--- config.mk ---
export PLATFORM = sky130hd
export DESIGN_NAME = alu_pipe_flat
export DESIGN_NICKNAME = d
export VERILOG_FILES = /design/src/rtl/alu_pipe_if.sv /design/src/rtl/alu_pipe.sv /design/src/flat_wrapper.sv
export SDC_FILE = /design/constraint.sdc
export NUM_CORES = 1
export LEC_CHECK = 0
export CAP_MARGIN = 15
export CORE_ASPECT_RATIO = 1.75
export CORE_MARGIN = 2
export CORE_UTILIZATION = 47
export DETAILED_ROUTE_END_ITERATION = 12
export HOLD_SLACK_MARGIN = 0.08
export PLACE_DENSITY = 0.72
export SYNTH_ARGS = -nofsm -noshare
export SYNTH_HDL_FRONTEND = slang
export SYNTH_SLANG_ARGS = --single-unit
--- constraint.sdc ---
create_clock -name clk -period 4.8 [get_ports clk]
set_input_delay 0.72 -clock clk [delete_from_list [all_inputs] [get_ports clk]]
set_output_delay 0.72 -clock clk [all_outputs]
set_load 0.1 [all_outputs]
--- src/rtl/alu_pipe_if.sv ---
// alu_pipe_if: operation and result handshake bundle for alu_pipe.
// master = decode-side driver/writeback consumer, slave = the ALU.
interface alu_pipe_if #(
  parameter int DWIDTH = 16,
  parameter int IWIDTH = 8
);
  logic              in_valid;
  logic              in_ready;
  logic [2:0]        alu_func;
  logic [DWIDTH-1:0] alu_a;
  logic [DWIDTH-1:0] alu_b;
  logic [IWIDTH-1:0] alu_imm;
  logic              out_valid;
  logic              out_ready;
  logic [DWIDTH-1:0] alu_out;
  logic [3:0]        flags;

  modport master (
    output in_valid, alu_func, alu_a, alu_b, alu_imm, out_ready,
    input  in_ready, out_valid, alu_out, flags
  );

  modport slave (
    input  in_valid, alu_func, alu_a, alu_b, alu_imm, out_ready,
    output in_ready, out_valid, alu_out, flags
  );
endinterface

--- src/rtl/alu_pipe.sv ---
// alu_pipe: handshaked ALU with a registered result and {N,Z,C,V} flags.
// Optional iterative shift-add multiplier enabled by defining ALU_MUL_EN;
// without it opcode 7 completes in one cycle with a zero result.
module alu_pipe #(
  parameter int DWIDTH = 16,
  parameter int IWIDTH = 8
) (
  input logic       clk,
  input logic       rst_n,
  alu_pipe_if.slave bus
);
  typedef enum logic [2:0] {
    OP_ADD  = 3'd0,
    OP_SUB  = 3'd1,
    OP_ADDI = 3'd2,
    OP_AND  = 3'd3,
    OP_ANDI = 3'd4,
    OP_OR   = 3'd5,
    OP_XOR  = 3'd6,
    OP_MUL  = 3'd7
  } alu_op_e;

  localparam int MSB = DWIDTH - 1;

  alu_op_e           op;
  logic              run;
  logic              idle;
  logic              accept;
  logic              out_xfer;
  logic [DWIDTH-1:0] imm_s;
  logic [DWIDTH-1:0] imm_z;
  logic [DWIDTH-1:0] addend;
  logic [DWIDTH:0]   sum_ext;
  logic [DWIDTH-1:0] diff;
  logic [DWIDTH-1:0] alu_res;
  logic              alu_c;
  logic              alu_v;
  logic [3:0]        alu_flags;

  assign op    = alu_op_e'(bus.alu_func);
  assign imm_s = DWIDTH'($signed(bus.alu_imm));
  assign imm_z = DWIDTH'(bus.alu_imm);

`ifdef ALU_MUL_EN
  typedef enum logic {ST_IDLE, ST_MUL} state_e;
  localparam int CW = $clog2(DWIDTH);

  state_e              state;
  logic [CW-1:0]       cnt;
  logic [2*DWIDTH-1:0] acc;
  logic [2*DWIDTH-1:0] mcand;
  logic [DWIDTH-1:0]   mplier;
  logic [2*DWIDTH-1:0] acc_next;

  assign idle     = (state == ST_IDLE);
  assign acc_next = acc + (mplier[0] ? mcand : '0);
`else
  assign idle = 1'b1;
`endif

  // run keeps in_ready low while reset is held and releases it one edge later
  assign bus.in_ready = run && idle && (!bus.out_valid || bus.out_ready);
  assign accept       = bus.in_valid && bus.in_ready;
  assign out_xfer     = bus.out_valid && bus.out_ready;

  // single-cycle datapath: result and carry/overflow for the offered op
  always_comb begin
    addend  = (op == OP_ADDI) ? imm_s : bus.alu_b;
    sum_ext = {1'b0, bus.alu_a} + {1'b0, addend};
    diff    = bus.alu_a - bus.alu_b;
    alu_res = '0;
    alu_c   = 1'b0;
    alu_v   = 1'b0;
    case (op)
      OP_ADD, OP_ADDI: begin
        alu_res = sum_ext[MSB:0];
        alu_c   = sum_ext[DWIDTH];
        alu_v   = (bus.alu_a[MSB] == addend[MSB]) && (sum_ext[MSB] != bus.alu_a[MSB]);
      end
      OP_SUB: begin
        alu_res = diff;
        alu_c   = bus.alu_a < bus.alu_b;
        alu_v   = (bus.alu_a[MSB] != bus.alu_b[MSB]) && (diff[MSB] != bus.alu_a[MSB]);
      end
      OP_AND:  alu_res = bus.alu_a & bus.alu_b;
      OP_ANDI: alu_res = bus.alu_a & imm_z;
      OP_OR:   alu_res = bus.alu_a | bus.alu_b;
      OP_XOR:  alu_res = bus.alu_a ^ bus.alu_b;
      default: alu_res = '0;
    endcase
  end

  assign alu_flags = {alu_res[MSB], alu_res == '0, alu_c, alu_v};

  // control FSM and result register; a new result overrides the consume-clear
  always_ff @(posedge clk or negedge rst_n) begin
    if (!rst_n) begin
      run           <= 1'b0;
      bus.out_valid <= 1'b0;
      bus.alu_out   <= '0;
      bus.flags     <= '0;
`ifdef ALU_MUL_EN
      state  <= ST_IDLE;
      cnt    <= '0;
      acc    <= '0;
      mcand  <= '0;
      mplier <= '0;
`endif
    end else begin
      run <= 1'b1;
      if (out_xfer) bus.out_valid <= 1'b0;
`ifdef ALU_MUL_EN
      case (state)
        ST_IDLE: begin
          if (accept) begin
            if (op == OP_MUL) begin
              mcand  <= {{DWIDTH{1'b0}}, bus.alu_a};
              mplier <= bus.alu_b;
              acc    <= '0;
              cnt    <= '0;
              state  <= ST_MUL;
            end else begin
              bus.alu_out   <= alu_res;
              bus.flags     <= alu_flags;
              bus.out_valid <= 1'b1;
            end
          end
        end
        ST_MUL: begin
          acc    <= acc_next;
          mcand  <= mcand << 1;
          mplier <= mplier >> 1;
          cnt    <= cnt + CW'(1);
          if (cnt == CW'(DWIDTH - 1)) begin
            bus.alu_out   <= acc_next[MSB:0];
            bus.flags     <= {acc_next[MSB], acc_next[MSB:0] == '0,
                              |acc_next[2*DWIDTH-1:DWIDTH], 1'b0};
            bus.out_valid <= 1'b1;
            state         <= ST_IDLE;
          end
        end
        default: state <= ST_IDLE;
      endcase
`else
      if (accept) begin
        bus.alu_out   <= alu_res;
        bus.flags     <= alu_flags;
        bus.out_valid <= 1'b1;
      end
`endif
    end
  end
endmodule

--- src/flat_wrapper.sv ---
// flat-port wrapper written by rule: the top's interface ports become plain ports
module alu_pipe_flat 
#(
  parameter int DWIDTH = 16,
  parameter int IWIDTH = 8
)
  (clk, rst_n, bus_in_valid, bus_alu_func, bus_alu_a, bus_alu_b, bus_alu_imm, bus_out_ready, bus_in_ready, bus_out_valid, bus_alu_out, bus_flags);
  alu_pipe_if #(.DWIDTH(DWIDTH), .IWIDTH(IWIDTH)) bus_i ();
  input logic clk;
  input logic rst_n;
  input wire logic [$bits(bus_i.in_valid)-1:0] bus_in_valid;
  input wire logic [$bits(bus_i.alu_func)-1:0] bus_alu_func;
  input wire logic [$bits(bus_i.alu_a)-1:0] bus_alu_a;
  input wire logic [$bits(bus_i.alu_b)-1:0] bus_alu_b;
  input wire logic [$bits(bus_i.alu_imm)-1:0] bus_alu_imm;
  input wire logic [$bits(bus_i.out_ready)-1:0] bus_out_ready;
  output wire logic [$bits(bus_i.in_ready)-1:0] bus_in_ready;
  output wire logic [$bits(bus_i.out_valid)-1:0] bus_out_valid;
  output wire logic [$bits(bus_i.alu_out)-1:0] bus_alu_out;
  output wire logic [$bits(bus_i.flags)-1:0] bus_flags;
  assign bus_i.in_valid = bus_in_valid;
  assign bus_i.alu_func = bus_alu_func;
  assign bus_i.alu_a = bus_alu_a;
  assign bus_i.alu_b = bus_alu_b;
  assign bus_i.alu_imm = bus_alu_imm;
  assign bus_i.out_ready = bus_out_ready;
  assign bus_in_ready = bus_i.in_ready;
  assign bus_out_valid = bus_i.out_valid;
  assign bus_alu_out = bus_i.alu_out;
  assign bus_flags = bus_i.flags;
  alu_pipe #(.DWIDTH(DWIDTH), .IWIDTH(IWIDTH)) u_core (.clk(clk), .rst_n(rst_n), .bus(bus_i));
endmodule
== Yosys cells after proc, flatten, opt, wreduce, memory -nomap -nowiden ==
Cells that the tools add are included.

* Flip-flop bits (word level): 22
* Latch bits: 0
* Memory bits (writable): 0
* Bits in read-only memories: 0
* Input bits: 47
* Output and inout port bits: 22
* Memories: 0

* $add $sub $neg: 2
* Multiply operators: 0
* Divide/modulo/power cells: 0
* Magnitude comparators: 1
* Eq/ne operators: 10
* Shifts and indexed selects: 0
* Multiplexer cells: 6
* Bitwise gates (word level): 4
* Reductions and logical operators: 11

{| class="wikitable"
|+ Operators by type and width
! operator !! count
|-
| case mux 16 bit (6 select lines) || 1
|-
| adder 16 x 16 -> 17 bit || 1
|-
| bitwise AND 16 bit || 1
|-
| bitwise AND 16 x 8 -> 16 bit || 1
|-
| logical NOT 16 bit || 1
|-
| < comparator 16 bit || 1
|-
| two-way mux 16 bit || 1
|-
| bitwise OR 16 bit || 1
|-
| subtractor 16 bit || 1
|-
| XOR 16 bit || 1
|-
| == test 3 bit (second input constant) || 3
|-
| == test 3 x 2 -> 1 bit (second input constant) || 2
|-
| logical AND 1 bit || 5
|-
| case mux 1 bit (2 select lines) || 2
|-
| == test 3 x 1 -> 1 bit (second input constant) || 1
|-
| logical NOT 3 bit || 1
|-
| != test 1 bit || 3
|-
| two-way mux 1 bit || 2
|-
| nonzero test 2 bit || 1
|-
| OR reduction 2 bit || 1
|-
| == test 1 bit || 1
|-
| logical NOT 1 bit || 1
|-
| logical OR 1 bit || 1
|}

== Depth between registers and ports, before layout ==
Gate-level depths: netlist (run 1).

* Depth in word-level cells: 6
* Gate-level depth with buffers: 15
* Mapped depth without buffers: 13

== Least setup slack after synthesis (run 1) ==
Ideal clock, no wire load.

* Path type: input port to flip-flop
* Start: in bus_alu_func[1]
* End: reg u_core.bus.flags[2]
* Setup time: 0.103 ns
* Arrival time: 4.051 ns
* Data required time: 4.697 ns
* Slack: 0.646 ns
* Stages: 15
* Buffers on the path: 4
* Cell sequence: buf_2 buf_2 clkbuf_1 nand2_1 clkbuf_1 mux2_2 fa_1 a211oi_1 nor2_1 xnor2_1 o221ai_1 or3_1 nor4_1 nand4_1 o41ai_2

* Longest elaborated chain between the ends: 5
* Elaborated cells on any way between the ends: 12

{| class="wikitable"
|+ RTL lines
! element !! RTL line !! text
|-
| start: declaration || flat_wrapper.sv:12 || <nowiki>input wire logic [$bits(bus_i.alu_func)-1:0] bus_alu_func;</nowiki>
|-
| == test 3 x 2 -> 1 bit || alu_pipe.sv:68, alu_pipe.sv:74 ||
|-
| two-way mux 16 bit || alu_pipe.sv:68 || <nowiki>addend = (op == OP_ADDI) ? imm_s : bus.alu_b;</nowiki>
|-
| adder 16 x 16 -> 17 bit || alu_pipe.sv:69 || <nowiki>sum_ext = {1'b0, bus.alu_a} + {1'b0, addend};</nowiki>
|-
| case mux 16 bit (6 select lines) * || alu_pipe.sv:74 || <nowiki>case (op)</nowiki>
|-
| logical NOT 16 bit * || alu_pipe.sv:93 || <nowiki>assign alu_flags = {alu_res[MSB], alu_res == '0, alu_c, alu_v};</nowiki>
|-
| end signal: assignment || alu_pipe.sv:147 || <nowiki>bus.flags <= alu_flags;</nowiki>
|-
| end: declaration || alu_pipe_if.sv:25 || <nowiki>output in_ready, out_valid, alu_out, flags</nowiki>
|}

Every way passes the cells marked *; elsewhere a longest branch is shown, timed or not.
A chain may end at the register's enable or synchronous reset.

== Worst setup path in the final report (run 1) ==
* Start: in bus_alu_func[0]
* End: reg u_core.bus.flags[2]

Same word-level chain as after synthesis.

==> results of run 1 <==
## logic make-up (layout without fill, tap and decap cells)
group / Yosys count / count (layout)
AO/OA/AOI/OAI: 146 / 146
multiplexers: 22 / 22
flip-flops: 21 / 21
adder cells (fa/ha/maj): 70 / 70
buffers and inverters: 70 / 128
other: 1 / 1
AND/OR/NAND/NOR: 165 / 165
XOR/XNOR: 18 / 18
## power by group through the flow
| stage | Combinational, mW | Sequential (mW) | Clock (mW) |
|---|---|---|---|
| after floorplan | 0.346 | 0.477 | 0 |
| after detailed placement | 0.819 | 0.235 | 0 |
| after global routing | 0.879 | 0.236 | 0.181 |
| final | 0.825 | 0.233 | 0.172 |
| after CTS | 0.822 | 0.232 | 0.174 |
| after global placement | 0.814 | 0.233 | 0 |
## sequential cells by signal, summed over array words and instances, names as in the netlist
register	count
u_core.bus.out_valid	1
u_core.bus.flags	4
u_core.bus.alu_out	15
u_core.run	1
## stage by stage
stage | util | power, mW | instances | worst slack, ns
2_1_floorplan | - | 0.823 | 513 | 0.646
3_3_place_gp | 0.570 | 1.05 | 659 | 0.437
3_5_place_dp | 0.570 | 1.05 | 659 | 0.367
4_1_cts | 0.579 | 1.23 | 663 | 0.623
5_1_grt | 0.579 | 1.30 | 663 | 0.310
6_report | 0.579 | 1.23 | 663 | 0.607
## final timing paths
check                                            from               endpoint  slack [ns]
worst max register to register   u_core.bus.out_valid    u_core.bus.flags[2]        2.46
worst max-delay path                  bus_alu_func[0]    u_core.bus.flags[2]        0.61
min in group asynchronous                       rst_n    u_core.bus.flags[0]        0.99
worst min-delay path            u_core.bus.alu_out[5]  u_core.bus.alu_out[5]        0.47
worst min register to register  u_core.bus.alu_out[5]  u_core.bus.alu_out[5]        0.47
max in group asynchronous                       rst_n    u_core.bus.flags[2]        3.24
## cell usage after synthesis (all sizes together) (3+ instances only)
cell and n:
nand4 3, a211oi 6, o41ai 3, nand2 60
a32oi 3, ha 68, xor2 6, inv 46
o21ai 32, or4 3, nor4 3, dfrtp 21
nand2b 5, a21oi 26, mux2i 9, nor2b 10
o2bb2ai 4, o211ai 7, nor3 10, clkbuf 9
nand3b 7, nor2 38, buf 15, mux2 13
a22o 4, a221oi 4, nand3 9, xnor2 12
o21bai 3, o221ai 6, and3 3, a22oi 6
a31oi 8, nor3b 5, a21o 10
## worst max-delay path, stage by stage
cell and delay, ns:
sky130_fd_sc_hd__clkdlybuf4s50_1 0.42, sky130_fd_sc_hd__nor2_1 0.15, sky130_fd_sc_hd__buf_4 0.19, sky130_fd_sc_hd__and3_1 0.51
sky130_fd_sc_hd__a21o_1 0.17, sky130_fd_sc_hd__ha_1 0.27, sky130_fd_sc_hd__a21oi_1 0.35, sky130_fd_sc_hd__o211ai_1 0.16
sky130_fd_sc_hd__a21oi_1 0.25, sky130_fd_sc_hd__o21ai_1 0.20, sky130_fd_sc_hd__and4b_1 0.25, sky130_fd_sc_hd__a21oi_1 0.16
sky130_fd_sc_hd__o221ai_2 0.15, sky130_fd_sc_hd__o41ai_2 0.36
## per-layer routing
layer	vias up	share of wire	global-route usage
met4	0	0.064	0.160
met1	1914	0.37	0.315
met5	-	0	0
met3	57	0.024	0.0161
li1	1965	-	-
met2	116	0.54	0.552
## placed cells by master (no fill, tap or decap), drive strengths merged, types with 4 or more instances in the layout
master / instances
nor2b: 10
o211ai: 7
inv: 46
dfrtp: 21
nand2: 60
o2bb2ai: 4
mux2: 13
nand2b: 5
buf: 10
xor2: 6
clkbuf: 4
o221ai: 6
a221oi: 4
nand3: 9
nor3b: 5
nor2: 38
nand3b: 7
a21o: 10
a31oi: 8
a22oi: 6
nor3: 10
o21ai: 32
clkdlybuf4s50: 68
xnor2: 12
a21oi: 26
a22o: 4
mux2i: 9
ha: 68
a211oi: 6
## cell type report
cell class | count | area (um2) | area share
Multi-Input combinational cell | 422 | 3140 | 0.656
Timing Repair Buffer | 78 | 756 | 0.158
Sequential cell | 21 | 526 | 0.110
Inverter | 46 | 173 | 0.0361
Tap cell | 92 | 115 | 0.0241
Clock buffer | 4 | 78.8 | 0.0165
==> metrics.log, run 1 <==
INFO  metric synth.ff_latch_count = 21
INFO  metric via_count_of_the_first_global_routing_pass = about 4200
INFO  metric worst_setup_path_start_kind = input port
INFO  metric grt.total_usage = 0.296
INFO  metric status = finished clean
INFO  metric wl_per_cell = 20.3 um
INFO  metric timing_worst_slew_pin_value = 0.999 ns
INFO  metric timing.critical_path.required = 4.95 ns
INFO  metric fp.dieW = ~73 um
INFO  metric synthSimpleGateAreaFrac = 0.203
INFO  metric cts_max_level = 1
INFO  metric die_extent_in_y = 126 um
INFO  metric clock_power_share = 0.140
INFO  metric synthesis.yosys.warnings = 0
INFO  metric worst_setup_path_end_kind = flip-flop
INFO  metric detail_route.vias_per_cell = 6.11
INFO  metric clock_latency = 0.25 ns
INFO  metric hold_viol = 0
INFO  metric synth_mux_area_frac = 0.0605
INFO  metric synth-adder-area-share = 0.224
INFO  metric intPower = approximately 0.58 mW
INFO  metric timing.hold.worst_path_depth = 2
INFO  metric gp_routability_congestion = 0.982
INFO  metric drive_gt1_frac = 0.0648
INFO  metric count_of_flip_flops_with_a_built_in_enable_after_synthesis = 0
INFO  metric power.share.sequential = 0.189
INFO  metric path_max_fanout = 9
INFO  metric number_of_nets_with_antenna_violations_after_routing = 0
INFO  metric initial_utilization = 0.481
INFO  metric detailed_place.area = roughly 0.0047 mm2
INFO  metric worstPathArrival = 4.34 ns
INFO  metric placeable_core_region = 0.00826 mm2
INFO  metric postCtsSetupBuffers = 0
INFO  metric drc_errors = 0
INFO  metric slew-limit-headroom = 0.332
INFO  metric netlist_area = 0.00397 mm2
INFO  metric setup_viol = 0
INFO  metric first_pass_grt_wire_length = 21.3 mm
INFO  metric postSynthCellCount = roughly 510
INFO  metric die-area = 0.00922 mm2
INFO  metric syn_to_final_growth = 20.6%
INFO  metric finalInstanceArea = 0.00478 mm2
INFO  metric grt_antenna_before_repair = 0
INFO  metric routed-via-count = 4052
INFO  metric port_buffers = 68
INFO  metric post_synth_num_cell_types = 76
INFO  metric synth-main-ff-cell = sky130_fd_sc_hd__dfrtp_1
INFO  metric cts.repair.resized = 0
INFO  metric tritoncts_clock_tree = done
INFO  metric mappedNetlistNets = 630
INFO  metric final.setup.tns = 0 ns
INFO  metric synth.area.top_cells = sky130_fd_sc_hd__ha_1 21%, sky130_fd_sc_hd__dfrtp_1 13%, sky130_fd_sc_hd__nand2_1 5.7%
INFO  metric drt_iter0_markers = 215
INFO  metric nets = 689
INFO  metric min_path_type = flip-flop to flip-flop
INFO  metric post_cts_hold_buffer_count = 0
INFO  metric layout_worst_path_cycle_share = 0.873
INFO  metric tritoncts.num_buffers = 3
INFO  metric power.ir.vdd_worst = 168 uV
INFO  metric routed_wirelength = 13.5 mm
INFO  metric floorplan.rows = 44
INFO  metric achievable-frequency = between 200 and 250 MHz
INFO  metric clock-root-buffer = sky130_fd_sc_hd__clkbuf_16
INFO  metric combinationalPowerShare = 0.671
INFO  metric clockBufferDepth = 2
INFO  metric seq_area_frac_synth = 0.132
INFO  metric grt_setup_unrepaired = false
INFO  metric netlist.top_cell.by_area = sky130_fd_sc_hd__ha_1
INFO  metric fillCellCount = 795
INFO  metric report.final.slew_viol_count = 0
INFO  metric grt-ovfl-total = 0
INFO  metric synth-compound-area-share = 0.262
INFO  metric synthesis.area_per_instance = 7.74 um2
INFO  metric clock_sink_count = 21
INFO  metric worstSetupPathType = input port to flip-flop
INFO  metric worst_r2r_path_depth = 9
INFO  metric main_combinational_cell_family_by_area_after_synthesis = compound AO/OA/AOI/OAI gates
INFO  metric swShare = 0.526
INFO  metric drt-pass1-iter-count = 5
INFO  metric ant_diodes = 0
INFO  metric timing.clock.skew = 0.00273 ns
INFO  metric xor_and_xnor_area_share_after_synthesis = 0.0397
INFO  metric finalCriticalPeriod = 4.19 ns
INFO  metric grt_max_degree = 27
INFO  metric clk_transition_reported_paths = 0.05 ns
INFO  metric power.density = 257 mW/mm2
INFO  metric max-cap-violations = 0
INFO  metric total_switching_power = 0.647 mW
INFO  metric design.portCount = 69
INFO  metric synth_async_reset_ratio = 1.00
INFO  metric cellLeakagePower = about 2.2 nW
INFO  metric yosysTopAreaCellShare = 0.214
INFO  metric whs = 0.474 ns
INFO  metric detailed_placement_hpwl = approximately 11 mm
No activity file was read; power rests on OpenSTA's default activity.
==> run 2: changes to the inputs <==
- ABC_AREA: default -> 1
- MAX_ROUTING_LAYER: default -> met4
==> run 2 against run 1 <==
The run now fails in 5_2_route. Area after synthesis up 4.9%. Synthesized cell count up 40%. Global-route usage down 0.90 points.
==> metrics.log, run 2 <==
INFO  metric synth-main-ff-cell = sky130_fd_sc_hd__dfrtp_1 (unchanged)
INFO  metric detailed_placement_hpwl = 11.3 mm (was 10.9 mm)
INFO  metric synth.ff_latch_count = 21 (unchanged)
INFO  metric yosysTopAreaCellShare = 0.204 (was 0.214)
INFO  metric firstError = [ERROR DRT-0255] Maze Route cannot find path of net clk in worker of routeBox ( 48300 0 ) ( 75130 48300 ).
INFO  metric synth.area.top_cells = sky130_fd_sc_hd__ha_1 20%, sky130_fd_sc_hd__nand2_1 20%, sky130_fd_sc_hd__dfrtp_1 13% (was sky130_fd_sc_hd__ha_1 21%, sky130_fd_sc_hd__dfrtp_1 13%, sky130_fd_sc_hd__nand2_1 5.7%)
INFO  metric fp.dieW = 75.1 um (was 73.5 um)
INFO  metric first_pass_grt_wire_length = 20.8 mm (was 21.3 mm)
INFO  metric synthesis.yosys.warnings = 0 (unchanged)
INFO  metric design.portCount = 69 (unchanged)
INFO  metric clock_sink_count = 21 (unchanged)
INFO  metric grt.total_usage = 0.287 (was 0.296)
INFO  metric mappedNetlistNets = 833 (was 630)
INFO  metric initial_utilization = 0.483 (was 0.481)
INFO  metric clock-root-buffer = sky130_fd_sc_hd__clkbuf_16 (unchanged)
INFO  metric via_count_of_the_first_global_routing_pass = 4453 (was 4188)
INFO  metric synthTopCellsByCount = 225 x sky130_fd_sc_hd__nand2_1, 134 x sky130_fd_sc_hd__inv_1, 68 x sky130_fd_sc_hd__ha_1, 66 x sky130_fd_sc_hd__nand3_1, 62 x sky130_fd_sc_hd__nor2_1 (was 68 x sky130_fd_sc_hd__ha_1, 60 x sky130_fd_sc_hd__nand2_1, 46 x sky130_fd_sc_hd__inv_1, 38 x sky130_fd_sc_hd__nor2_1, 28 x sky130_fd_sc_hd__o21ai_0)
INFO  metric flow.stopped_at = 5_2_route
INFO  metric synthesis.area_per_instance = 5.81 um2 (was 7.74 um2)
INFO  metric grt_antenna_before_repair = 0 (unchanged)
INFO  metric tritoncts.num_buffers = 3 (unchanged)
INFO  metric cts.repair.resized = 0 (unchanged)
INFO  metric place.detailed.instances = 891 (was 659)
INFO  metric post_synth_num_cell_types = 34 (was 76)
INFO  metric post_cts_hold_buffer_count = 0 (unchanged)
INFO  metric detailed_place.area = 0.00492 mm2 (was 0.00471 mm2)
INFO  metric postCtsSetupBuffers = 0 (unchanged)
INFO  metric postSynthCellCount = 716 (was 513)
INFO  metric netlist_area = 0.00416 mm2 (was 0.00397 mm2)
INFO  metric detailedPlace.worstSlack = 0.722 ns (was 0.367 ns)
INFO  metric seq_area_frac_synth = 0.126 (was 0.132)
INFO  metric netlist.top_cell.by_area = sky130_fd_sc_hd__ha_1 (unchanged)
INFO  metric synth_async_reset_ratio = 1.00 (unchanged)
INFO  metric floorplan.rows = 45 (was 44)
INFO  metric grt_max_degree = 25 (was 27)
INFO  metric gp_routability_congestion = 1.02 (was 0.982)
INFO  metric cts_max_level = 1 (unchanged)
INFO  metric count_of_flip_flops_with_a_built_in_enable_after_synthesis = 0 (unchanged)
INFO  metric clockBufferDepth = 2 (unchanged)
INFO  metric grt-ovfl-total = 0 (unchanged)
INFO  metric port_buffers = 68 (unchanged)
INFO  metric die_extent_in_y = 128 um (was 126 um)
INFO  metric status = did not finish (was finished clean)
INFO  metric yosysMostFrequentCell = sky130_fd_sc_hd__nand2_1 (was sky130_fd_sc_hd__ha_1)
-- run 2: changes by cell type after synthesis, sizes merged, moves of 9 or more --
cell	delta
nand3	+61
o22ai	+12
a21o	-10
nor2b	-10
nor2	+24
xnor2	-12
mux2	-13
nand4	+9
mux2i	-9
inv	+95
nand2	+168
-- run 2: per-layer routing --
metal	global-route usage
met1	0.325
met2	0.495
met3	0.0102
met4	0.153
met5	-
-- run 2: kinds of logic after synthesis --
| kind of cell | count (synthesis) | share of synthesized area |
|---|---|---|
| other cells | 1 | 0.000901 |
| buf+inv | 152 | 0.146 |
| simple gates | 385 | 0.392 |
| fa+ha+maj | 70 | 0.214 |
| compound gates | 86 | 0.118 |
| xor+xnor | 1 | 0.00211 |
| flops | 21 | 0.126 |
-- run 2: metrics by stage --
step	utilization	hold WS, ns
global placement	0.571	0.463
detailed placement	0.571	0.465
floorplan	-	0.424
global route	0.580	0.503
CTS	0.580	0.481
==> run 3: changes to the inputs <==
- CORE_ASPECT_RATIO: 1.75 -> default
- CORE_UTILIZATION: 47 -> 32
- HOLD_SLACK_MARGIN: 0.08 -> default
- MAX_ROUTING_LAYER: met4 -> default
- PLACE_DENSITY: 0.72 -> default
- PLACE_DENSITY_LB_ADDON: default -> 0.15
==> run 3 against run 2 <==
The flow now finishes without violations. Global-route usage shrank 9.4 points. Synthesized cell count is the same. Area after synthesis is the same.
==> metrics.log, run 3 <==
INFO  metric clock_sink_count = 21 (unchanged)
INFO  metric clock_latency = approximately 0.25 ns
INFO  metric slew-limit-headroom = 0.345
INFO  metric floorplan.rows = 41 (was 45)
INFO  metric largest_register_ffs = 15
INFO  metric synthesis.yosys.warnings = 0 (unchanged)
INFO  metric ant_diodes = 0
INFO  metric layout.cells.most_common = sky130_fd_sc_hd__nand2_1
INFO  metric cts_max_level = 1 (unchanged)
INFO  metric postCtsSetupBuffers = 0 (unchanged)
INFO  metric topRoutingLayerUsed = met4
INFO  metric tritoncts.num_buffers = 3 (unchanged)
INFO  metric instances_no_fill = roughly 950
INFO  metric hold_viol = 0
INFO  metric routed-wl-met3 = 860 um
INFO  metric grt_setup_unrepaired = false
INFO  metric postSynthCellCount = 716 (unchanged)
INFO  metric timing.final.ws_setup = approximately 1.1 ns
INFO  metric biggestRegsByFlops = u_core.bus.alu_out (15), u_core.bus.flags (4)
INFO  metric gp_routability_congestion = 0.915 (was 1.02)
INFO  metric wl_met1 = 6.61 mm
INFO  metric initial_utilization = 0.328 (was 0.483)
INFO  metric worst_setup_path_end_kind = flip-flop
INFO  metric first_pass_grt_wire_length = 22.0 mm (was 20.8 mm)
INFO  metric routed_wirelength = 13.4 mm
INFO  metric finalInstanceArea = 0.00507 mm2
INFO  metric fillCellCount = 1407
INFO  metric yosysMostFrequentCell = sky130_fd_sc_hd__nand2_1 (unchanged)
INFO  metric regToRegStartpoint = u_core.bus.out_valid
INFO  metric drt_iter0_markers = 269
INFO  metric grt_max_degree = 25 (unchanged)
INFO  metric synth_async_reset_ratio = 1.00 (unchanged)
INFO  metric worst-r2r-setup-slack = around 2.9 ns
INFO  metric drc_errors = 0
INFO  metric worstPathArrival = 3.92 ns
INFO  metric timing.critical_path.required = 4.98 ns
INFO  metric most-common-layout-cells = 225 x sky130_fd_sc_hd__nand2_1, 134 x sky130_fd_sc_hd__inv_1, 68 x sky130_fd_sc_hd__ha_1, 68 x sky130_fd_sc_hd__clkdlybuf4s50_1, 66 x sky130_fd_sc_hd__nand3_1
INFO  metric layout.core_utilization = 0.400
INFO  metric clk_transition_reported_paths = approximately 0.05 ns
INFO  metric critPathLaunch = bus_alu_func[2]
INFO  metric yosysTopAreaCellShare = 0.204 (unchanged)
INFO  metric achievable-frequency = around 270 MHz
INFO  metric synthesis.area_per_instance = 5.81 um2 (unchanged)
INFO  metric tritoncts_clock_tree = done
INFO  metric cts.repair.resized = 0 (unchanged)
INFO  metric number_of_nets_with_antenna_violations_after_routing = 0
INFO  metric clockBufferDepth = 2 (unchanged)
INFO  metric place.detailed.instances = 947 (was 891)
INFO  metric final.setup.tns = 0 ns
INFO  metric path_max_fanout = 24
INFO  metric setup_viol = 0
INFO  metric registers.top_by_ff_count = u_core.bus.alu_out
INFO  metric layout_worst_path_cycle_share = 0.780
INFO  metric design_power_total = 1.18 mW
INFO  metric synth.ff_latch_count = 21 (unchanged)
INFO  metric die-area = 0.0139 mm2
INFO  metric min_path_type = flip-flop to flip-flop
INFO  metric worst_setup_path_start_kind = input port
INFO  metric post_cts_hold_buffer_count = 0 (unchanged)
INFO  metric max-cap-violations = 0
INFO  metric met2RoutedLength = 5.83 mm
INFO  metric mappedNetlistNets = 833 (unchanged)
INFO  metric port_buffers = 68 (unchanged)
INFO  metric synthTopCellsByCount = 225 x sky130_fd_sc_hd__nand2_1, 134 x sky130_fd_sc_hd__inv_1, 68 x sky130_fd_sc_hd__ha_1, 66 x sky130_fd_sc_hd__nand3_1, 62 x sky130_fd_sc_hd__nor2_1 (unchanged)
INFO  metric whs = 0.477 ns
INFO  metric timing_worst_slew_pin_value = 0.979 ns
INFO  metric finalCriticalPeriod = 3.74 ns
INFO  metric worstSetupPathType = input port to flip-flop
INFO  metric post_synth_num_cell_types = 34 (unchanged)
INFO  metric grt_antenna_before_repair = 0 (unchanged)
INFO  metric wl_per_cell = 14.1 um
INFO  metric placeable_core_region = between 0.01 and 0.015 mm2
INFO  metric drt-pass1-iter-count = 5
INFO  metric timing.clock.skew = 0.00163 ns
INFO  metric design.portCount = 69 (unchanged)
INFO  metric report.final.slew_viol_count = 0
INFO  metric via_count_of_the_first_global_routing_pass = 4344 (was 4453)
INFO  metric netlist.top_cell.by_area = sky130_fd_sc_hd__ha_1 (unchanged)
INFO  metric drive_gt1_frac = 0.0321
INFO  metric synth-main-ff-cell = sky130_fd_sc_hd__dfrtp_1 (unchanged)
INFO  metric detailed_placement_hpwl = 11.5 mm (was 11.3 mm)
INFO  metric clock-root-buffer = sky130_fd_sc_hd__clkbuf_16 (unchanged)
INFO  metric cellLeakagePower = ~2.8 nW
INFO  metric grt.total_usage = 0.193 (was 0.287)
INFO  metric count_of_flip_flops_with_a_built_in_enable_after_synthesis = 0 (unchanged)
INFO  metric power.ir.vdd_worst = around 130 uV
INFO  metric seq_area_frac_synth = 0.126 (unchanged)
INFO  metric routed-via-count = 4524
INFO  metric detailedPlace.worstSlack = 0.810 ns (was 0.722 ns)
INFO  metric power.density = 233 mW/mm2
INFO  metric syn_to_final_growth = 21.9%
INFO  metric status = finished clean (was did not finish)
INFO  metric fp.dieW = 118 um (was 75.1 um)
INFO  metric nets = 897
INFO  metric grt-ovfl-total = 0 (unchanged)
INFO  metric synth.area.top_cells = sky130_fd_sc_hd__ha_1 20%, sky130_fd_sc_hd__nand2_1 20%, sky130_fd_sc_hd__dfrtp_1 13% (unchanged)
INFO  metric die_extent_in_y = 118 um (was 128 um)
INFO  metric detailed_place.area = 0.00499 mm2 (was 0.00492 mm2)
INFO  metric netlist_area = 0.00416 mm2 (unchanged)
INFO  metric detail_route.vias_per_cell = 4.76
INFO  metric hp_start = u_core.bus.alu_out[9]
-- run 3: cell counts after synthesis --
No cell type changed its count.
-- run 3: final timing paths --
path                                         endpoint  cells after the start
max in group asynchronous                  u_core.run                      1
worst min-delay path            u_core.bus.alu_out[9]                      2
worst max-delay path              u_core.bus.flags[2]                     19
worst min register to register  u_core.bus.alu_out[9]                      2
min in group asynchronous       u_core.bus.alu_out[8]                      1
worst max register to register    u_core.bus.flags[2]                     10
-- run 3: cells by family after synthesis --
group	Yosys count	synth area share
flip-flops	21	0.126
AO/OA/AOI/OAI	86	0.118
adder cells (fa/ha/maj)	70	0.214
XOR/XNOR	1	0.00211
buffers and inverters	152	0.146
AND/OR/NAND/NOR	385	0.392
other	1	0.000901
-- run 3: worst max-delay path: stages --
cell and delay [ns]:
sky130_fd_sc_hd__clkdlybuf4s50_1 0.62, sky130_fd_sc_hd__inv_2 0.11, sky130_fd_sc_hd__nand2_2 0.15, sky130_fd_sc_hd__nor2_1 0.06, sky130_fd_sc_hd__buf_4 0.20, sky130_fd_sc_hd__nand2_1 0.07, sky130_fd_sc_hd__o21ai_0 0.07, sky130_fd_sc_hd__ha_1 0.25
sky130_fd_sc_hd__fa_1 0.44, sky130_fd_sc_hd__nand2_1 0.11, sky130_fd_sc_hd__nand2_1 0.07, sky130_fd_sc_hd__nand3_1 0.07, sky130_fd_sc_hd__nand2_1 0.14, sky130_fd_sc_hd__or2_1 0.25, sky130_fd_sc_hd__nand3_1 0.07, sky130_fd_sc_hd__nand3_1 0.14
sky130_fd_sc_hd__nor2_1 0.17, sky130_fd_sc_hd__nand3_1 0.10, sky130_fd_sc_hd__o21bai_2 0.13
-- run 3: layer usage --
layer	track usage	vias to the layer above
met5	0	-
met4	0.0286	0
met3	0.0136	8
met2	0.315	138
met1	0.284	2009
li1	-	2369
-- run 3: where the power goes --
group	switching, mW	internal [mW]	leakage, nW
Clock	0.0591	0.112	0.0409
Sequential	0.0172	0.209	0.265
Combinational	0.559	0.226	2.53
-- run 3: cell type report --
class	instances	area, um2	share of cell area
multi-input cells	543	3030	0.597
repair buffers	70	696	0.137
inverters	141	529	0.104
flip-flops and latches	21	526	0.104
well taps	172	215	0.0424
clock buffers	3	75.1	0.0148
clock inverters	1	5.00	0.000986
==> run 4: changes to the inputs <==
- clock period: 4.8 -> 3.2 ns (I/O delays scaled with it)
==> run 4 against run 3 <==
Largest cell class unchanged. First-iteration DRC count shrank 4.8%. Highest routed layer unchanged. Cell area rose by 9.3%. Largest power group unchanged. Critical path type unchanged. Register-to-register slack got worse by 1.5 ns. Die area did not move. Via count increased by 4.0%.
==> metrics.log, run 4 (same netlist as run 3, synthesis figures left out) <==
INFO  metric drt_iter0_markers = 256 (was 269)
INFO  metric path_max_fanout = 20 (was 24)
INFO  metric critical_path.cell_chain = clkdlybuf4s50_1 -> inv_2 -> nand2_2 -> nor2_1 -> buf_4 -> buf_12 -> nand2_1 -> o21ai_0 -> ha_1 -> nand2_1 -> nor2_2 -> nand3_1 -> nand2_1 -> nand2_1 -> nand3_1 -> nand2_1 -> nor2_2 -> nand2_1 -> nor2_1 -> nand3_1 -> o21bai_2 (was clkdlybuf4s50_1 -> inv_2 -> nand2_2 -> nor2_1 -> buf_4 -> nand2_1 -> o21ai_0 -> ha_1 -> fa_1 -> nand2_1 -> nand2_1 -> nand3_1 -> nand2_1 -> or2_1 -> nand3_1 -> nand3_1 -> nor2_1 -> nand3_1 -> o21bai_2)
INFO  metric clock-root-buffer = sky130_fd_sc_hd__clkbuf_16 (unchanged)
INFO  metric ant_diodes = 0 (unchanged)
INFO  metric max-cap-violations = 0 (unchanged)
INFO  metric tritoncts.num_buffers = 3 (unchanged)
INFO  metric grt_antenna_before_repair = 0 (unchanged)
INFO  metric die_extent_in_y = 118 um (unchanged)
INFO  metric grt_max_degree = 24 (was 25)
INFO  metric regToRegStartpoint = u_core.bus.out_valid (unchanged)
INFO  metric post_cts_hold_buffer_count = 0 (unchanged)
INFO  metric gp_routability_congestion = 0.899 (was 0.915)
INFO  metric clk_transition_reported_paths = 0.06 ns (was 0.05 ns)
INFO  metric grt.total_usage = 0.203 (was 0.193)
INFO  metric wl_per_cell = 14.1 um (about the same)
INFO  metric clock_sink_count = 21 (unchanged)
INFO  metric floorplan.rows = 41 (unchanged)
INFO  metric power.ir.vdd_worst = 206 uV (was 130 uV)
INFO  metric worst_path_largest_cell_delay = 0.50 ns (was 0.62 ns)
INFO  metric design.portCount = 69 (unchanged)
INFO  metric first_pass_grt_wire_length = 23.0 mm (was 22.0 mm)
INFO  metric whs = 0.478 ns (was 0.477 ns)
INFO  metric clock_latency = 0.25 ns (about the same)
INFO  metric largest_register_ffs = 15 (unchanged)
INFO  metric biggestRegsByFlops = u_core.bus.alu_out (15), u_core.bus.flags (4) (unchanged)
INFO  metric via_count_of_the_first_global_routing_pass = 4596 (was 4344)
INFO  metric layout.cells.most_common = sky130_fd_sc_hd__nand2_1 (unchanged)
INFO  metric number_of_nets_with_antenna_violations_after_routing = 0 (unchanged)
INFO  metric reg2reg_to = u_core.bus.flags[2] (unchanged)
INFO  metric achievable-frequency = around 340 MHz
INFO  metric drive_gt1_frac = 0.148 (was 0.0321)
INFO  metric crit_top_cell = sky130_fd_sc_hd__nand2_1
INFO  metric worst_r2r_path_depth = 10 (unchanged)
INFO  metric cts_max_level = 1 (unchanged)
INFO  metric setup_viol = 0 (unchanged)
INFO  metric die-area = 0.0139 mm2 (unchanged)
INFO  metric clockBufferDepth = 2 (unchanged)
INFO  metric fillCellCount = 1379 (was 1407)
INFO  metric worst_setup_path_end_kind = flip-flop (unchanged)
INFO  metric slew-limit-headroom = 0.354 (was 0.345)
INFO  metric detailed_placement_hpwl = 11.9 mm (was 11.5 mm)
INFO  metric grt-ovfl-total = 0 (unchanged)
INFO  metric drt-pass1-iter-count = 4 (was 5)
INFO  metric crit_path_top_delay_cell = sky130_fd_sc_hd__clkdlybuf4s50_1 (unchanged)
INFO  metric layout_worst_path_cycle_share = 0.927
INFO  metric cellLeakagePower = 3.12 nW (was 2.84 nW)
INFO  metric syn_to_final_growth = 33.2% (was 21.9%)
INFO  metric placeable_core_region = 0.0127 mm2 (unchanged)
INFO  metric report.final.slew_viol_count = 0 (unchanged)
INFO  metric timing.critical_path.required = 3.39 ns (was 4.98 ns)
INFO  metric port_buffers = 68 (unchanged)
INFO  metric status = finished clean (unchanged)
INFO  metric finalInstanceArea = 0.00554 mm2 (was 0.00507 mm2)
INFO  metric registers.top_by_ff_count = u_core.bus.alu_out (unchanged)
INFO  metric timing_worst_slew_pin_value = 0.965 ns (was 0.979 ns)
INFO  metric detail_route.vias_per_cell = 4.69 (was 4.76)
INFO  metric min_path_type = flip-flop to flip-flop (unchanged)
INFO  metric drc_errors = 0 (unchanged)
INFO  metric fp.dieW = 118 um (unchanged)
INFO  metric finalCriticalPeriod = about 3.0 ns
INFO  metric detailed_place.area = 0.00533 mm2 (was 0.00499 mm2)
INFO  metric timing.clock.skew = 0.00278 ns (was 0.00163 ns)
INFO  metric most-common-layout-cells = 215 x sky130_fd_sc_hd__nand2_1, 132 x sky130_fd_sc_hd__inv_1, 69 x sky130_fd_sc_hd__buf_4 (was 225 x sky130_fd_sc_hd__nand2_1, 134 x sky130_fd_sc_hd__inv_1, 68 x sky130_fd_sc_hd__ha_1, 68 x sky130_fd_sc_hd__clkdlybuf4s50_1, 66 x sky130_fd_sc_hd__nand3_1)
INFO  metric tritoncts_clock_tree = done (unchanged)
INFO  metric worstPathArrival = 3.15 ns (was 3.92 ns)
INFO  metric hold_viol = 0 (unchanged)
INFO  metric timing.critical_path.max_delay_family = simple AND/OR/NAND/NOR gates (unchanged)
INFO  metric nets = 948 (was 897)
INFO  metric worst-r2r-setup-slack = 1.39 ns (was 2.85 ns)
INFO  metric initial_utilization = 0.328 (unchanged)
INFO  metric routed_wirelength = 14.1 mm (was 13.4 mm)
INFO  metric cp_num_buf_inv = 4 (was 3)
INFO  metric timing.hold.worst_path_depth = 2 (unchanged)
INFO  metric power.density = 340 mW/mm2 (was 233 mW/mm2)
INFO  metric worstSetupPathType = input port to flip-flop (unchanged)
INFO  metric hp_start = u_core.bus.alu_out[6] (was u_core.bus.alu_out[9])
INFO  metric routed-via-count = 4704 (was 4524)
INFO  metric min_to = u_core.bus.alu_out[6] (was u_core.bus.alu_out[9])
INFO  metric worst_setup_path_start_kind = input port (unchanged)
[run 4: how the worst max path moves through the flow]
| stage | from | to | slack, ns | cells past startpoint |
|---|---|---|---|---|
| final | bus_alu_func[2] | u_core.bus.flags[2] | 0.23 | 21 |
| after detailed placement | bus_alu_func[2] | u_core.bus.flags[2] | -0.15 | 21 |
| after global routing | bus_alu_func[2] | u_core.bus.flags[2] | -0.001 | 20 |
| after CTS | bus_alu_func[2] | u_core.bus.flags[2] | 0.11 | 21 |
| after global placement | bus_alu_func[2] | u_core.bus.flags[2] | -0.10 | 20 |
| after floorplan | bus_alu_func[2] | u_core.bus.flags[2] | 0.39 | 17 |
[run 4: metrics by stage]
stage          setup slack [ns]  cells  utilization  total power [mW]  setup TNS (ns)
3_5_place_dp             -0.146    996        0.421              1.59          -0.513
5_1_grt                -0.00130   1002        0.438              2.02        -0.00130
2_1_floorplan             0.388    716            -              1.18               0
3_3_place_gp             -0.102    996        0.421              1.58          -0.255
6_report                  0.234   1002        0.438              1.88               0
4_1_cts                   0.110   1000        0.427              1.86               0
[run 4: final cells by class]
type	instances	area [um2]	share of cell area
clock inverters	1	5.00	0.000903
clock buffers	3	75.1	0.0135
flip-flops and latches	21	526	0.0948
multi-input cells	543	3150	0.567
well taps	172	215	0.0388
repair buffers	121	1050	0.189
inverters	141	529	0.0955
[run 4: per-layer routing]
metal,vias to the layer above,GRT usage,routed length [um]
met5,-,0,0
met4,0,0.0482,236
met3,19,0.0237,737
met2,117,0.337,6190
met1,2088,0.280,6970
li1,2480,-,-
[run 4: power breakdown]
group,switching (mW),internal [mW]
logic,0.872,0.413
registers,0.0258,0.313
clock network,0.0934,0.168
total,0.991,0.894
[run 4: tightest hold or removal path: cells and delay by family, from the launching register on]
family | cells | cell delay [ns]
DFF | 1 | 0.34
and+or+nand+nor | 2 | 0.11
[run 4: what timing repair did]
action | CTS | global route
buffers inserted | 0 | 2
resized for setup | 0 | 37
setup endpoints to repair | 0 | 7
==> variant: new RTL, config.mk and constraints of run 1 <==
`DWIDTH` is set to 16 in 3 places; all go to 32.
--- a/src/rtl/alu_pipe_if.sv
+++ b/src/rtl/alu_pipe_if.sv
@@ -3,3 +3,3 @@
 interface alu_pipe_if #(
-  parameter int DWIDTH = 16,
+  parameter int DWIDTH = 32,
   parameter int IWIDTH = 8
--- a/src/rtl/alu_pipe.sv
+++ b/src/rtl/alu_pipe.sv
@@ -4,3 +4,3 @@
 module alu_pipe #(
-  parameter int DWIDTH = 16,
+  parameter int DWIDTH = 32,
   parameter int IWIDTH = 8
--- a/src/flat_wrapper.sv
+++ b/src/flat_wrapper.sv
@@ -3,3 +3,3 @@
 #(
-  parameter int DWIDTH = 16,
+  parameter int DWIDTH = 32,
   parameter int IWIDTH = 8
Ports: changed (resized bus_alu_a, bus_alu_b and bus_alu_out); port bits go from 69 to 117. The function was not compared with the original's and may differ.
==> variant against run 1 <==
  * Worst setup slack worse by 0.47 ns
  * Synthesized area is 94% higher
  * Wire length is 120% higher
  * Utilization is 9.4 points higher
  * Clock power is 120% higher
  * First-iteration DRC count is 100% higher
  * Sequential share of layout area is 2.4 points lower
  * Count of clock-buffer cells in the layout is 2 higher
  * Cell area is 120% higher
  * Power is 130% higher
  * Sequential cell count is 16 higher
  * Critical path type unchanged
  * Largest cell class unchanged
  * Highest routed layer unchanged
==> variant: results (changes against run 1) <==
layout cells sized above 1=0.229 (was 0.0648); dpl cell area=10300 sq um (was 4710 sq um); Sw Ratio=0.515 (was 0.526); vias in the first global route=9020 (was 4188); final weighted congestion in routability-driven placement=0.989 (was 0.982); routed vias=8838 (was 4052); cell at the slowest stage of the critical path=sky130_fd_sc_hd__or4_4 (was sky130_fd_sc_hd__and3_1); Static Leak=5.10 nW (was 2.20 nW); combinational power=2.06 mW (was 0.825 mW); cts bufs inserted=5 (was 3); global-route track usage on met3=0.0298 (was 0.0161); clock latency reported for the late side of the worst-skew pair=0.28 ns (was 0.25 ns); Post-Syn Area per Cell=7.57 sq um (was 7.74 sq um); top post-synthesis cells by area=sky130_fd_sc_hd__ha_1 (22%), sky130_fd_sc_hd__dfrtp_1 (12%), sky130_fd_sc_hd__nand2_1 (5.0%), sky130_fd_sc_hd__inv_1 (4.6%), sky130_fd_sc_hd__a21oi_1 (4.5%) (was sky130_fd_sc_hd__ha_1 (21%), sky130_fd_sc_hd__dfrtp_1 (13%), sky130_fd_sc_hd__nand2_1 (5.7%), sky130_fd_sc_hd__inv_1 (4.4%), sky130_fd_sc_hd__nor2_1 (3.6%)); peak supply drop=0.262 mV (was 0.168 mV); GR Layer Usage met1=0.319 (was 0.315); pin slew with the least headroom to its limit=1.03 ns (was 0.999 ns); number of fill cells=1406 (was 795); Met3 Routed Length=1080 microns (was 318 microns); Via-to-Cell Ratio=6.01 (was 6.11); sum of net half-perimeters after detailed placement=24300 microns (was 10900 microns); total global routing track utilization=0.336 (was 0.296); Clock power frac=0.131 (was 0.140); status=complete, no violations (unchanged); detailed-routing wirelength on met1=9740 microns (was 4990 microns); wire length of the first global-routing pass=45900 microns (was 21300 microns); total of buffers placed on input and output ports=116 (was 68); registers with the most flip-flops=u_core.bus.alu_out (31), u_core.bus.flags (4) (was u_core.bus.alu_out (15), u_core.bus.flags (4)); post-place setup slack=-0.730 ns (was 0.367 ns); met2 track demand over resource in global routing=0.634 (was 0.552); Reg2Reg Depth=11 (was 9); hold path startpoint=u_core.bus.alu_out[15] (was u_core.bus.alu_out[5]); sequential area share after synthesis=0.120 (was 0.132); worst endpoint data arrival time=4.85 ns (was 4.34 ns); portion of total power attributed to combinational logic=0.721 (was 0.671); maximum level of the CTS H-tree=2 (was 1); maximum fanout along the worst path=11 (was 9); most frequent cells after synthesis=sky130_fd_sc_hd__ha_1 (136), sky130_fd_sc_hd__nand2_1 (102), sky130_fd_sc_hd__inv_1 (94), sky130_fd_sc_hd__a21oi_1 (69), sky130_fd_sc_hd__o21ai_0 (69) (was sky130_fd_sc_hd__ha_1 (68), sky130_fd_sc_hd__nand2_1 (60), sky130_fd_sc_hd__inv_1 (46), sky130_fd_sc_hd__nor2_1 (38), sky130_fd_sc_hd__o21ai_0 (28)); nets in the synthesized netlist=1234 (was 630)
variant: changes by cell type after synthesis, sizes merged, moves of 24 or more:
cell / change
clkbuf: +35
o21ai: +42
inv: +48
a21oi: +43
nand2: +42
a21o: +24
ha: +68
xnor2: +24
variant: how the worst max path moves through the flow:
stage	depth (start not counted)	slack (ns)	startpoint	endpoint
6_report	19	0.14	bus_alu_func[2]	u_core.bus.flags[2]
5_1_grt	19	0.006	bus_alu_func[2]	u_core.bus.flags[2]
4_1_cts	19	0.004	bus_alu_func[0]	u_core.bus.flags[2]
3_5_place_dp	18	-0.73	bus_alu_func[2]	u_core.bus.flags[2]
3_3_place_gp	18	-0.59	bus_alu_func[2]	u_core.bus.flags[2]
2_1_floorplan	20	0.02	bus_alu_func[2]	u_core.bus.flags[2]
variant: cells by family (layout without fill, tap and decap cells):
logic type / Yosys count / in the layout / share of synthesized area
AO/OA/AOI/OAI: 336 / 336 / 0.300
XOR/XNOR: 50 / 50 / 0.0569
adder cells (fa/ha/maj): 138 / 138 / 0.226
buffers and inverters: 150 / 415 / 0.0762
flip-flops: 37 / 37 / 0.120
multiplexers: 35 / 35 / 0.0504
other: 1 / 1 / 0.000487
AND/OR/NAND/NOR: 270 / 270 / 0.169
variant: final cells by class:
| class | instances | area share |
|---|---|---|
| repair buffers | 312 | 0.247 |
| clock buffers | 6 | 0.0120 |
| well taps | 189 | 0.0220 |
| clock inverters | 2 | 0.00361 |
| flip-flops and latches | 37 | 0.0862 |
| inverters | 95 | 0.0332 |
| multi-input cells | 830 | 0.596 |
variant: repair_timing:
action,in CTS,in global routing
setup buffers,3,1
gates cloned,0,0
setup endpoints to repair,2,2
resized for setup,33,13
pin swaps,12,9
